--- src/rtl/d5m_pkg.sv ---
// Shared types and constants for the D5M sensor emulator: FSM states, test patterns
// and the pixel/coordinate widths used between the top and the pattern generator.
package d5m_pkg;

    localparam int D5M_DW = 12;
    localparam int D5M_CW = 12;

    typedef enum logic [2:0] {
        IDLE,
        FRONT,
        LINE,
        HBLANK,
        BACK,
        VBLANK
    } d5m_state_t;

    typedef enum logic [1:0] {
        RAMP,
        CHECKER,
        BAYER,
        CONST
    } d5m_mode_t;

    function automatic int d5m_max(input int a, input int b);
        return (a > b) ? a : b;
    endfunction

endpackage

--- src/rtl/d5m_pattern_pix.sv ---
// Combinational test-pattern pixel generator: one 12-bit pixel value from the
// latched pattern mode, the pixel coordinates, the frame number and the constant value.
module d5m_pattern_pix
    import d5m_pkg::*;
(
    input  logic [1:0]        mode_i,
    input  logic [D5M_CW-1:0] x_i,
    input  logic [D5M_CW-1:0] y_i,
    input  logic [D5M_DW-1:0] frame_i,
    input  logic [D5M_DW-1:0] const_val_i,
    output logic [D5M_DW-1:0] pix_o
);

    logic [D5M_DW-1:0] bar;

    // Colour bars step every 8 pixels, 16 codes per step.
    assign bar = {x_i[10:3], 4'h0};

    always_comb begin
        pix_o = '0;
        case (d5m_mode_t'(mode_i))
            RAMP:    pix_o = x_i + y_i + frame_i;
            CHECKER: pix_o = (x_i[3] ^ y_i[3]) ? 12'hFFF : 12'h000;
            BAYER: begin
                if (!y_i[0]) pix_o = x_i[0] ? bar : 12'h800;
                else         pix_o = x_i[0] ? 12'h800 : (12'hFFF - bar);
            end
            CONST:   pix_o = const_val_i;
            default: pix_o = '0;
        endcase
    end

endmodule

--- src/rtl/d5m_sensor_emu.sv ---
// MT9P001-style D5M parallel bus transmitter: frame/line timing FSM, counters and
// registered D5M_D/FVAL/LVAL outputs, with a selectable test pattern.
module d5m_sensor_emu
    import d5m_pkg::*;
#(
    parameter int H_ACTIVE = 1280,
    parameter int V_ACTIVE = 960,
    parameter int H_BLANK  = 160,
    parameter int FRONT    = 20,
    parameter int BACK     = 20,
    parameter int V_BLANK  = 2000
) (
    input  logic                D5M_PIXCLK,
    input  logic                rst_n,
    input  logic                enable,
    input  logic                trigger,
    input  logic [1:0]          mode,
    input  logic [D5M_DW-1:0]   const_val,
    output logic [D5M_DW-1:0]   D5M_D,
    output logic                D5M_FVAL,
    output logic                D5M_LVAL,
    output logic [15:0]         frame_cnt,
    output logic                busy
);

    localparam int MAXP = d5m_max(d5m_max(d5m_max(H_ACTIVE, V_ACTIVE), d5m_max(H_BLANK, FRONT)),
                                  d5m_max(BACK, V_BLANK));
    localparam int CW = $clog2(MAXP + 1);

    localparam logic [CW-1:0] ONE     = CW'(1);
    localparam logic [CW-1:0] H_LAST  = CW'(H_ACTIVE - 1);
    localparam logic [CW-1:0] V_LAST  = CW'(V_ACTIVE - 1);
    localparam logic [CW-1:0] HB_LAST = CW'(H_BLANK - 1);
    localparam logic [CW-1:0] FR_LAST = CW'(FRONT - 1);
    localparam logic [CW-1:0] BK_LAST = CW'(BACK - 1);
    localparam logic [CW-1:0] VB_LAST = CW'(V_BLANK - 1);

    d5m_state_t        state_q, state_d;
    logic [CW-1:0]     cnt_q, cnt_d;
    logic [CW-1:0]     x_q, x_d;
    logic [CW-1:0]     y_q, y_d;
    logic [1:0]        mode_q, mode_d;
    logic [D5M_DW-1:0] cval_q, cval_d;
    logic [15:0]       fcnt_q, fcnt_d;
    logic              fval_q, lval_q, busy_q;
    logic [D5M_DW-1:0] data_q;
    logic [D5M_DW-1:0] pix;

    always_comb begin
        state_d = state_q;
        cnt_d   = cnt_q;
        x_d     = x_q;
        y_d     = y_q;
        mode_d  = mode_q;
        cval_d  = cval_q;
        fcnt_d  = fcnt_q;
        case (state_q)
            d5m_pkg::IDLE: begin
                if (enable || trigger) begin
                    state_d = d5m_pkg::FRONT;
                    cnt_d   = '0;
                    x_d     = '0;
                    y_d     = '0;
                    mode_d  = mode;
                    cval_d  = const_val;
                end
            end
            d5m_pkg::FRONT: begin
                if (cnt_q == FR_LAST) begin
                    state_d = d5m_pkg::LINE;
                    x_d     = '0;
                end else begin
                    cnt_d = cnt_q + ONE;
                end
            end
            d5m_pkg::LINE: begin
                if (x_q == H_LAST) begin
                    cnt_d   = '0;
                    state_d = (y_q == V_LAST) ? d5m_pkg::BACK : d5m_pkg::HBLANK;
                end else begin
                    x_d = x_q + ONE;
                end
            end
            d5m_pkg::HBLANK: begin
                if (cnt_q == HB_LAST) begin
                    state_d = d5m_pkg::LINE;
                    x_d     = '0;
                    y_d     = y_q + ONE;
                end else begin
                    cnt_d = cnt_q + ONE;
                end
            end
            d5m_pkg::BACK: begin
                if (cnt_q == BK_LAST) begin
                    state_d = d5m_pkg::VBLANK;
                    cnt_d   = '0;
                    fcnt_d  = fcnt_q + 16'd1;
                end else begin
                    cnt_d = cnt_q + ONE;
                end
            end
            d5m_pkg::VBLANK: begin
                if (cnt_q == VB_LAST) begin
                    cnt_d = '0;
                    // Only continuous mode chains frames; a late trigger is not queued.
                    if (enable) begin
                        state_d = d5m_pkg::FRONT;
                        x_d     = '0;
                        y_d     = '0;
                        mode_d  = mode;
                        cval_d  = const_val;
                    end else begin
                        state_d = d5m_pkg::IDLE;
                    end
                end else begin
                    cnt_d = cnt_q + ONE;
                end
            end
            default: state_d = d5m_pkg::IDLE;
        endcase
    end

    // Pixel is computed from next-cycle coordinates so D5M_D lines up with LVAL.
    d5m_pattern_pix u_pix (
        .mode_i      (mode_d),
        .x_i         (D5M_CW'(x_d)),
        .y_i         (D5M_CW'(y_d)),
        .frame_i     (fcnt_q[D5M_DW-1:0]),
        .const_val_i (cval_d),
        .pix_o       (pix)
    );

    always_ff @(posedge D5M_PIXCLK or negedge rst_n) begin
        if (!rst_n) begin
            state_q <= d5m_pkg::IDLE;
            cnt_q   <= '0;
            x_q     <= '0;
            y_q     <= '0;
            mode_q  <= '0;
            cval_q  <= '0;
            fcnt_q  <= '0;
            fval_q  <= 1'b0;
            lval_q  <= 1'b0;
            busy_q  <= 1'b0;
            data_q  <= '0;
        end else begin
            state_q <= state_d;
            cnt_q   <= cnt_d;
            x_q     <= x_d;
            y_q     <= y_d;
            mode_q  <= mode_d;
            cval_q  <= cval_d;
            fcnt_q  <= fcnt_d;
            fval_q  <= (state_d != d5m_pkg::IDLE) && (state_d != d5m_pkg::VBLANK);
            lval_q  <= (state_d == d5m_pkg::LINE);
            busy_q  <= (state_d != d5m_pkg::IDLE);
            data_q  <= (state_d == d5m_pkg::LINE) ? pix : '0;
        end
    end

    assign D5M_D     = data_q;
    assign D5M_FVAL  = fval_q;
    assign D5M_LVAL  = lval_q;
    assign frame_cnt = fcnt_q;
    assign busy      = busy_q;

endmodule
--- config.mk ---
export PLATFORM = sky130hd
export DESIGN_NAME = d5m_sensor_emu
export DESIGN_NICKNAME = d
export VERILOG_FILES = /design/src/rtl/d5m_pkg.sv /design/src/rtl/d5m_pattern_pix.sv /design/src/rtl/d5m_sensor_emu.sv
export SDC_FILE = /design/constraint.sdc
export NUM_CORES = 1
export LEC_CHECK = 0
export CAP_MARGIN = 20
export CORE_MARGIN = 5
export CORE_UTILIZATION = 60
export CTS_CLUSTER_SIZE = 12
export DETAILED_ROUTE_END_ITERATION = 16
export DONT_BUFFER_PORTS = 1
export PLACE_DENSITY = 0.76
export SETUP_SLACK_MARGIN = 0.3
export SLEW_MARGIN = 20
export SYNTH_ARGS = -nofsm -noshare
export SYNTH_HDL_FRONTEND = slang
export SYNTH_SLANG_ARGS = --single-unit
--- constraint.sdc ---
create_clock -name D5M_PIXCLK -period 9.97 [get_ports D5M_PIXCLK]
set_clock_uncertainty 0.05 [all_clocks]
set_input_delay 1.994 -clock D5M_PIXCLK [delete_from_list [all_inputs] [get_ports D5M_PIXCLK]]
set_output_delay 1.994 -clock D5M_PIXCLK [all_outputs]
set_load 0.01 [all_outputs]
# Word level (Yosys, flattened, before mapping)
# Index checks and enable logic that the tools add are counted.
# classes
eq_ne,19
n_bitwise,1
reduce_logical,8
muxes,42
addsub,7
# op_table
cell,n
11-bit 2-to-1 mux,16
12-bit 2-to-1 mux,8
11-bit case mux with 6 select lines,1
11-bit case mux with 5 select lines,1
12-bit case mux with 4 select lines,1
11-bit by 1-bit adder with 11-bit output (second input constant),3
11-bit case mux with 3 select lines,1
12-bit case mux with 2 select lines,1
11-bit equality test (second input constant),2
3-bit 2-to-1 mux,7
3-bit case mux with 6 select lines,1
16-bit by 1-bit adder with 16-bit output (second input constant),1
11-bit by 11-bit adder with 12-bit output,1
12-bit adder,1
12-bit subtractor (first input constant),1
11-bit by 10-bit equality test with 1-bit output (second input constant),1
11-bit by 5-bit equality test with 1-bit output (second input constant),1
11-bit by 8-bit equality test with 1-bit output (second input constant),1
3-bit by 2-bit equality test with 1-bit output (second input constant),3
2-bit != test (second input constant),4
3-bit equality test (second input constant),2
2-bit 2-to-1 mux,3
6-bit nonzero test,1
5-bit AND reduction,1
other kinds (13),14
# totals
output_inout_bits,31
word_cells,88
in_bits,18
register_bits,81

# Depth between registers and ports, before layout
# Gate-level depths: netlist of the first run.
# depth
word_depth,8
ltp_mapped,18

# Cells and area by module
# Synthesis of the first run repeated with hierarchy kept, for this count alone.
# hier_totals
cells_unflattened,567
hier_area_um2,5213.8
# by_module_without_submodules
mod,cells_per_inst,n_inst,area_each_um2
d5m_sensor_emu,442,1,4137.7
d5m_pattern_pix,125,1,1076.0

# Worst setup path before layout of the first run
# OpenSTA, ideal clock, no wires.
# synth_timing
path_kind,input-to-reg
startpoint,input port enable
endpoint,"register data_q[11], in the netlist D5M_D[11]"
arrival_time_ns,5.270
path_buffers,0
path_slack_ns,4.568
setup_time_ns,0.082
path_stages,16
cell_sequence,inv_1 nor4_1 o2bb2ai_2 and2_1 nand2_1 a32o_1 fa_1 ha_1 fa_1 a21o_1 a21oi_1 o211ai_1 a41oi_1 xnor2_1 o21ai_0 a31oi_1
# synth_via
word_cells_on_any_way,36
# synth_lines
item,line,rtl
start: declaration,d5m_sensor_emu.sv:15,"input logic enable,"
11-bit 2-to-1 mux / 1-bit logical OR (equally long branches),"d5m_sensor_emu.sv:106, d5m_sensor_emu.sv:59",
"11-bit 2-to-1 mux, on equally long branches","d5m_sensor_emu.sv:103, d5m_sensor_emu.sv:59",
11-bit case mux with 5 select lines *,d5m_sensor_emu.sv:57,case (state_q)
net u_pix.x_i[1],d5m_pattern_pix.sv:7,"input logic [D5M_CW-1:0] x_i,"
11-bit by 11-bit adder with 12-bit output *,d5m_pattern_pix.sv:22,RAMP: pix_o = x_i + y_i + frame_i;
12-bit adder *,d5m_pattern_pix.sv:22,
12-bit case mux with 4 select lines *,d5m_pattern_pix.sv:21,case (d5m_mode_t'(mode_i))
12-bit 2-to-1 mux *,d5m_sensor_emu.sv:157,data_q <= (state_d == d5m_pkg::LINE) ? pix : '0;
end signal: assignment,d5m_sensor_emu.sv:157,
end: declaration,d5m_sensor_emu.sv:46,logic [D5M_DW-1:0] data_q;
# The timed path passes the listed nets; every way through them passes the cells marked *.
# A chain may end at the register's enable or synchronous reset.

# Worst setup path after layout of the first run
# layout_timing
startpoint,input port enable
endpoint,"register data_q[11], in the netlist D5M_D[11]"
# layout_via
elab_chain_cells,8
word_cells_on_any_way,36
# layout_rtl
item,line
"parallel branches: the longest is 7 deep, another holds 11-bit by 11-bit adder with 12-bit output",n/a
12-bit 2-to-1 mux *,d5m_sensor_emu.sv:157
# Mark *: on every way between the ends.

==> metrics.txt, run 1 <==
outcome=completed; Power Total=0.5871 mW; grt peak-use layer=met2; row count=34; r2r setup slk=5.28 ns; GRT Total Usage=22.91%; number of enable flip-flop cells after synthesis=0; # IOs=49; Area growth syn-to-layout=5.188%; hold_buf cts=0; GR Layer Usage met3=4.104%; Mapped Cells=around 590; PostCTS Resize Cnt=0; hold violation count in the final report=0; starting density of the core=60.88%; final core utilization=64.04%; hold_sp=cnt_q[0]; WL final=12.41 mm; RSZ-0062 raised after global routing=false; Setup WS post-layout=4.499 ns; WP buf/inv=1; clock latency on the worst-skew pair=0.36 ns; reg2reg start=cnt_q[0]; CTS clk-pin slew, worst paths=0.09 ns; final setup vio count=0; layout cells sized above 1=8.219%; Reg-to-Reg End=D5M_D[11]; first-pass GRT wire length=20.60 mm; DR vias=about 4300; most common cell after layout, fill and taps aside=dfrtp_1; TritonCTS buffer count=9; NetSw=0.1381 mW; commonest cells after routing, fill and taps aside=dfrtp_1 (81), nand2_1 (73), o21ai_0 (57); largest net degree at the start of global routing=82; Die Area=0.01074 sq mm; Mapped Area=0.005258 sq mm; RePlAce Congestion=0.9375; Crit path max-delay family=compound AO/OA/AOI/OAI gates; antenna-violating nets left=0; Cell Chain, Critical Path=o21bai_1 -> o21ai_0 -> a21oi_1 -> o21ai_0 -> o21a_1 -> fa_1 -> inv_1 -> fa_1 -> a21o_1 -> a21oi_1 -> o211ai_1 -> a41oi_1 -> xnor2_1 -> o21ai_0 -> a31oi_1; CP Data Arrival Time=5.71 ns; Clock Power Share=44.1%; Mean Syn Cell Area=8.957 sq um; drt pass-1 iters=5; met2 Usage GRT=36.70%; Post-CTS Setup Bufs=0; fmax=182.8 MHz; Crit-path slowest cell=a21oi_1; WP data required=10.21 ns; Max VDD drop=0.08568 mV; Yosys reg bits=81; gr ovfl total=0; Seq pwr share=a little under three fifths; CP max FO=8; Sw Share=23.51%; CTS Buffer Depth=2; Net count, final=623; CP endpoint kind=register; LEAKAGE=~2.4 nW; Tmin final=5.471 ns; Hold/Removal Path Class=reg2reg; FF-to-FF path depth=17; via density per instance=6.257; Startpoint Class=input port; Power Dens Cells=106.2 mW/mm^2; TritonCTS clock tree=yes; Final period util=54.87%; Chip Height=just over 100 um; initial antenna violation count=0; Yosys cell types=73; drt wl/cell=17.93 um; Worst Hold Depth=1; fraction of registers with async set/reset=100.0%; pre-CTS WS=4.117 ns; crit-path max cell delay=around 0.63 ns; Hold Path Sink=cnt_q[0]; Synth Flop Type=dfrtp_1; core area=0.008636 sq mm; cell internal pwr=0.4491 mW; Final HPWL DP=~9.4 mm; H-tree Lvls=3; CTS root buf=clkbuf_8; most frequent CP cell=o21ai_0; Port Buf Inserts=0; Die X=103.6 um; Comb power frac=0%; Crit Path Class=in2reg; Slew @ Worst Pin=around 1.1 ns; Setup TNS Final=0 ns; Max Cap Viol=0; CTS Sinks=between 80 and 90; Detailed Route Iter0 Violations=240; sequential-to-total area share from yosys stat=38.55%; Max-slew headroom=28.61%; vias in the first global route=4141; met1 GRT Util=31.88%; Slew Viols, Final=0; syn_nets=631; yosys warns=0; drc violations=0; ANT cells=0
flip-flops by register name (all words and copies together) (netlist names):
| register | flops |
|---|---|
| D5M_D | 12 |
| cval_q | 12 |
| mode_q | 2 |
| busy | 1 |
| x_q | 11 |
| D5M_LVAL | 1 |
| D5M_FVAL | 1 |
| y_q | 11 |
| frame_cnt | 16 |
| state_q | 3 |
| cnt_q | 11 |
Yosys cell counts, types with 4 or more instances:
library cell / n / area, sq um
a31oi_1: 19 / 118.9
xor2_1: 4 / 35.03
and2_1: 5 / 31.28
nand2b_1: 6 / 37.54
xnor2_1: 21 / 183.9
nor2b_1: 4 / 25.02
o31a_1: 4 / 35.03
nor3_1: 15 / 75.07
a31o_2: 4 / 35.03
nand4_1: 14 / 87.58
ha_1: 14 / 175.2
mux2i_1: 7 / 70.07
inv_1: 52 / 195.2
nor2_1: 25 / 93.84
a41oi_1: 4 / 35.03
and4_1: 4 / 35.03
and3_1: 10 / 62.56
a21oi_1: 22 / 110.1
o31ai_1: 6 / 45.04
nand2_1: 73 / 274.0
fa_1: 12 / 240.2
clkbuf_1: 14 / 52.55
o21ai_0: 57 / 285.3
a21o_1: 6 / 45.04
o22ai_1: 4 / 25.02
nand3_1: 25 / 125.1
dfrtp_1: 81 / 2027
through the flow:
| stage | instance area (sq um) | hold slack [ns] | instances |
|---|---|---|---|
| floorplan | 5258 | 0.4071 | 587 |
| global placement | 5318 | 0.4256 | 676 |
| detailed placement | 5318 | 0.4364 | 676 |
| CTS | 5525 | 0.4544 | 692 |
| global route | 5530 | 0.4825 | 692 |
| finish | 5530 | 0.4492 | 692 |
worst max-delay path by stage:
stage / end / startpoint / slack (ns) / cells after the start
floorplan: D5M_D[11] / enable / 4.57 / 16
CTS: D5M_D[11] / enable / 4.46 / 15
finish: D5M_D[11] / enable / 4.50 / 15
global placement: D5M_D[11] / enable / 4.25 / 15
global route: D5M_D[11] / enable / 4.16 / 15
detailed placement: D5M_D[11] / enable / 4.12 / 15
worst reg2reg max path, delay by kind of cell (launching register included):
family / cells / cell delay [ns]
fa+ha+maj: 4 / 1.37
compound gates: 8 / 1.66
xor+xnor: 1 / 0.14
simple gates: 4 / 1.01
flops: 1 / 0.38
metal layers:
layer	part of all wire (%)	up-vias
met4	1.5	0
met5	0	-
met1	46	2100
met3	4.2	15
li1	-	2089
met2	48	126
layout make-up:
class | instances | area [sq um]
clock buffers | 9 | 123.9
clock inverters | 7 | 83.83
fillers | 738 | 3105
inverters | 55 | 206.4
multi-input cells | 431 | 2947
flip-flops and latches | 81 | 2027
well taps | 108 | 135.1
repair buffers | 1 | 7.507
power by group through the flow:
stage	Clock, mW	Sequential, mW	Combinational (mW)
floorplan	0	0.335	0.000150
global placement	0	0.335	0.000153
detailed placement	0	0.335	0.000173
CTS	0.262	0.328	0.000175
global route	0.278	0.328	0.000194
finish	0.259	0.328	0.000174
logic make-up (layout without fill, tap and decap cells):
family	count (synthesis)	count (layout)	share of synthesized area, %
buf+inv	75	72	5.592
flops	81	81	38.55
simple gates	209	209	21.13
xor+xnor	26	26	4.474
fa+ha+maj	26	26	7.901
mux	9	9	1.761
compound gates	161	161	20.59
Power figures use the tool's default switching activity.
==> run 2: changes to the inputs <==
Settings changed: CORE_UTILIZATION 60 to 58.
Clock period 9.97 ns to 4.6 ns, I/O delays scaled along.
==> run 2 against run 1 <==
Against the previous run:
- die area increased by 3.1%
- power is 120% higher
- register-to-register slack got worse by 4.8 ns
- sequential share of layout area decreased by 1.9 points
- first-iteration DRC count is 35% higher
- hold slack worse by 0.25 ns
- non-clock buffer count increased by 29
- utilization up 2.7 points
- wire length up 8.8%
- largest cell class unchanged
- largest power group unchanged
==> metrics.txt, run 2 (synthesis results as in run 1) <==
DR vias=4597 (was 4330); antenna-violating nets left=0 (unchanged); most frequent CP cell=buf_4 (was o21ai_0); Crit path max-delay family=compound AO/OA/AOI/OAI gates (unchanged); Die Area=0.01107 sq mm (was 0.01074 sq mm); H-tree Lvls=3 (unchanged); TritonCTS buffer count=9 (unchanged); Max VDD drop=0.1863 mV (was 0.08568 mV); placed cell area=0.005424 sq mm (was 0.005318 sq mm); ANT cells=0 (unchanged); fin area=0.005851 sq mm (was 0.005530 sq mm); final setup vio count=0 (unchanged); initial antenna violation count=0 (unchanged); Startpoint Class=register (was input port); # IOs=49 (unchanged); RSZ-0062 raised after global routing=false (unchanged); WP buf/inv=4 (was 1); Hold/Removal Path Class=in2async (was reg2reg); first-pass GRT wire length=21.80 mm (was 20.60 mm); CP endpoint kind=register (unchanged); Tmin final=between 4 and 5 ns; Area growth syn-to-layout=11.28% (was 5.188%); Power Dens Cells=221.0 mW/mm^2 (was 106.2 mW/mm^2); starting density of the core=59.99% (was 60.88%); Crit Path Class=reg2reg (was in2reg); Port Buf Inserts=0 (unchanged); largest net degree at the start of global routing=82 (unchanged); final core utilization=66.76% (was 64.04%); clock latency on the worst-skew pair=0.36 ns (about the same); WP data required=4.83 ns (was 10.21 ns); LEAKAGE=2.573 nW (was 2.403 nW); drt pass-1 iters=5 (unchanged); pre-CTS WS=0.05633 ns (was 4.117 ns); crit-path max cell delay=0.44 ns (was 0.63 ns); core area=0.008763 sq mm (was 0.008636 sq mm); hold violation count in the final report=0 (unchanged); Max-slew headroom=45.98% (was 28.61%); Max Cap Viol=0 (unchanged); CTS Sinks=81 (unchanged); TritonCTS clock tree=yes (unchanged); Final period util=between 90 and 100%; gr ovfl total=0 (unchanged); Detailed Route Iter0 Violations=324 (was 240); Slew Viols, Final=0 (unchanged); Cell Chain, Critical Path=ha_4 -> nand4b_1 -> buf_4 -> nor4_4 -> buf_4 -> a21oi_1 -> buf_4 -> o21ai_0 -> o21a_1 -> fa_1 -> inv_1 -> ha_1 -> a21o_1 -> a21oi_2 -> o21ai_0 -> nor2_1 -> xnor2_1 -> a22oi_1 -> a31oi_1 (was o21bai_1 -> o21ai_0 -> a21oi_1 -> o21ai_0 -> o21a_1 -> fa_1 -> inv_1 -> fa_1 -> a21o_1 -> a21oi_1 -> o211ai_1 -> a41oi_1 -> xnor2_1 -> o21ai_0 -> a31oi_1); CTS root buf=clkbuf_8 (unchanged); GRT Total Usage=23.95% (was 22.91%); Slew @ Worst Pin=0.7991 ns (was 1.065 ns); Largest register FFs=16 (unchanged); most common cell after layout, fill and taps aside=dfrtp_1 (unchanged); drt wl/cell=18.76 um (was 17.93 um); Die X=105.2 um (was 103.6 um); WL final=13.51 mm (was 12.41 mm); CP Data Arrival Time=4.38 ns (was 5.71 ns); Final HPWL DP=9.651 mm (was 9.425 mm); Setup WS post-layout=0.4442 ns (was 4.499 ns); Chip Height=105.2 um (was 103.6 um); CP max FO=8 (unchanged); CTS Buffer Depth=2 (unchanged); vias in the first global route=4321 (was 4141); commonest cells after routing, fill and taps aside=dfrtp_1 (76), nand2_1 (71), o21ai_0 (57) (was dfrtp_1 (81), nand2_1 (73), o21ai_0 (57)); fmax=240.6 MHz; CTS clk-pin slew, worst paths=0.09 ns (about the same); Crit-path slowest cell=fa_1 (was a21oi_1); RePlAce Congestion=0.8575 (was 0.9375); outcome=completed (unchanged); layout cells sized above 1=15.36% (was 8.219%); hold_ws=0.1987 ns (was 0.4492 ns); drc violations=0 (unchanged); Net count, final=652 (was 623); Setup TNS Final=0 ns (unchanged); via density per instance=6.385 (was 6.257); row count=34 (unchanged)
-- run 2: final timing paths --
kind,startpoint,endpoint,slack (ns),cells after the start
max in group asynchronous,rst_n,y_q[8],4.18,0
max,cnt_q[1],D5M_D[6],0.44,19
min in group D5M_PIXCLK,cval_q[9],cval_q[9],0.46,2
max reg2reg,cnt_q[1],D5M_D[6],0.44,19
min,rst_n,cval_q[7],0.20,0
min reg2reg,cval_q[9],cval_q[9],0.46,2
-- run 2: through the flow --
step,std cells,power [mW]
after floorplan,587,0.7261
after global placement,689,0.7261
after detailed placement,689,0.7261
after CTS,706,1.295
after global routing,720,1.333
final,720,1.293
-- run 2: cell type report --
class                      count  area (sq um)
inverter                      55         206.4
clock buffer                   9         123.9
sequential                    81          2033
timing repair buffer          30         225.2
tap                          108         135.1
clock inverter                 6         91.34
fill                         711          2913
multi-input combinational    431          3035
-- run 2: layer usage --
metal	vias up	routed length [um]	track usage, %
met4	0	272	8.219
met3	25	758	4.218
met5	-	0	0
met2	166	6521	38.47
li1	2140	-	-
met1	2266	5955	32.83
-- run 2: where the power goes --
part	switching, mW	internal, mW	leakage, nW	total (mW)
clock network	0.275	0.306	0.110	0.581
registers	0	0.711	1.01	0.711
logic	0.000380	0.000239	1.46	0.000620
-- run 2: what timing repair did --
action                     4_1_cts  5_1_grt
pin swaps                        3        9
hold buffers                     0        0
buffers inserted                 2       13
gates resized for setup          2       19
setup endpoints to repair        5        7
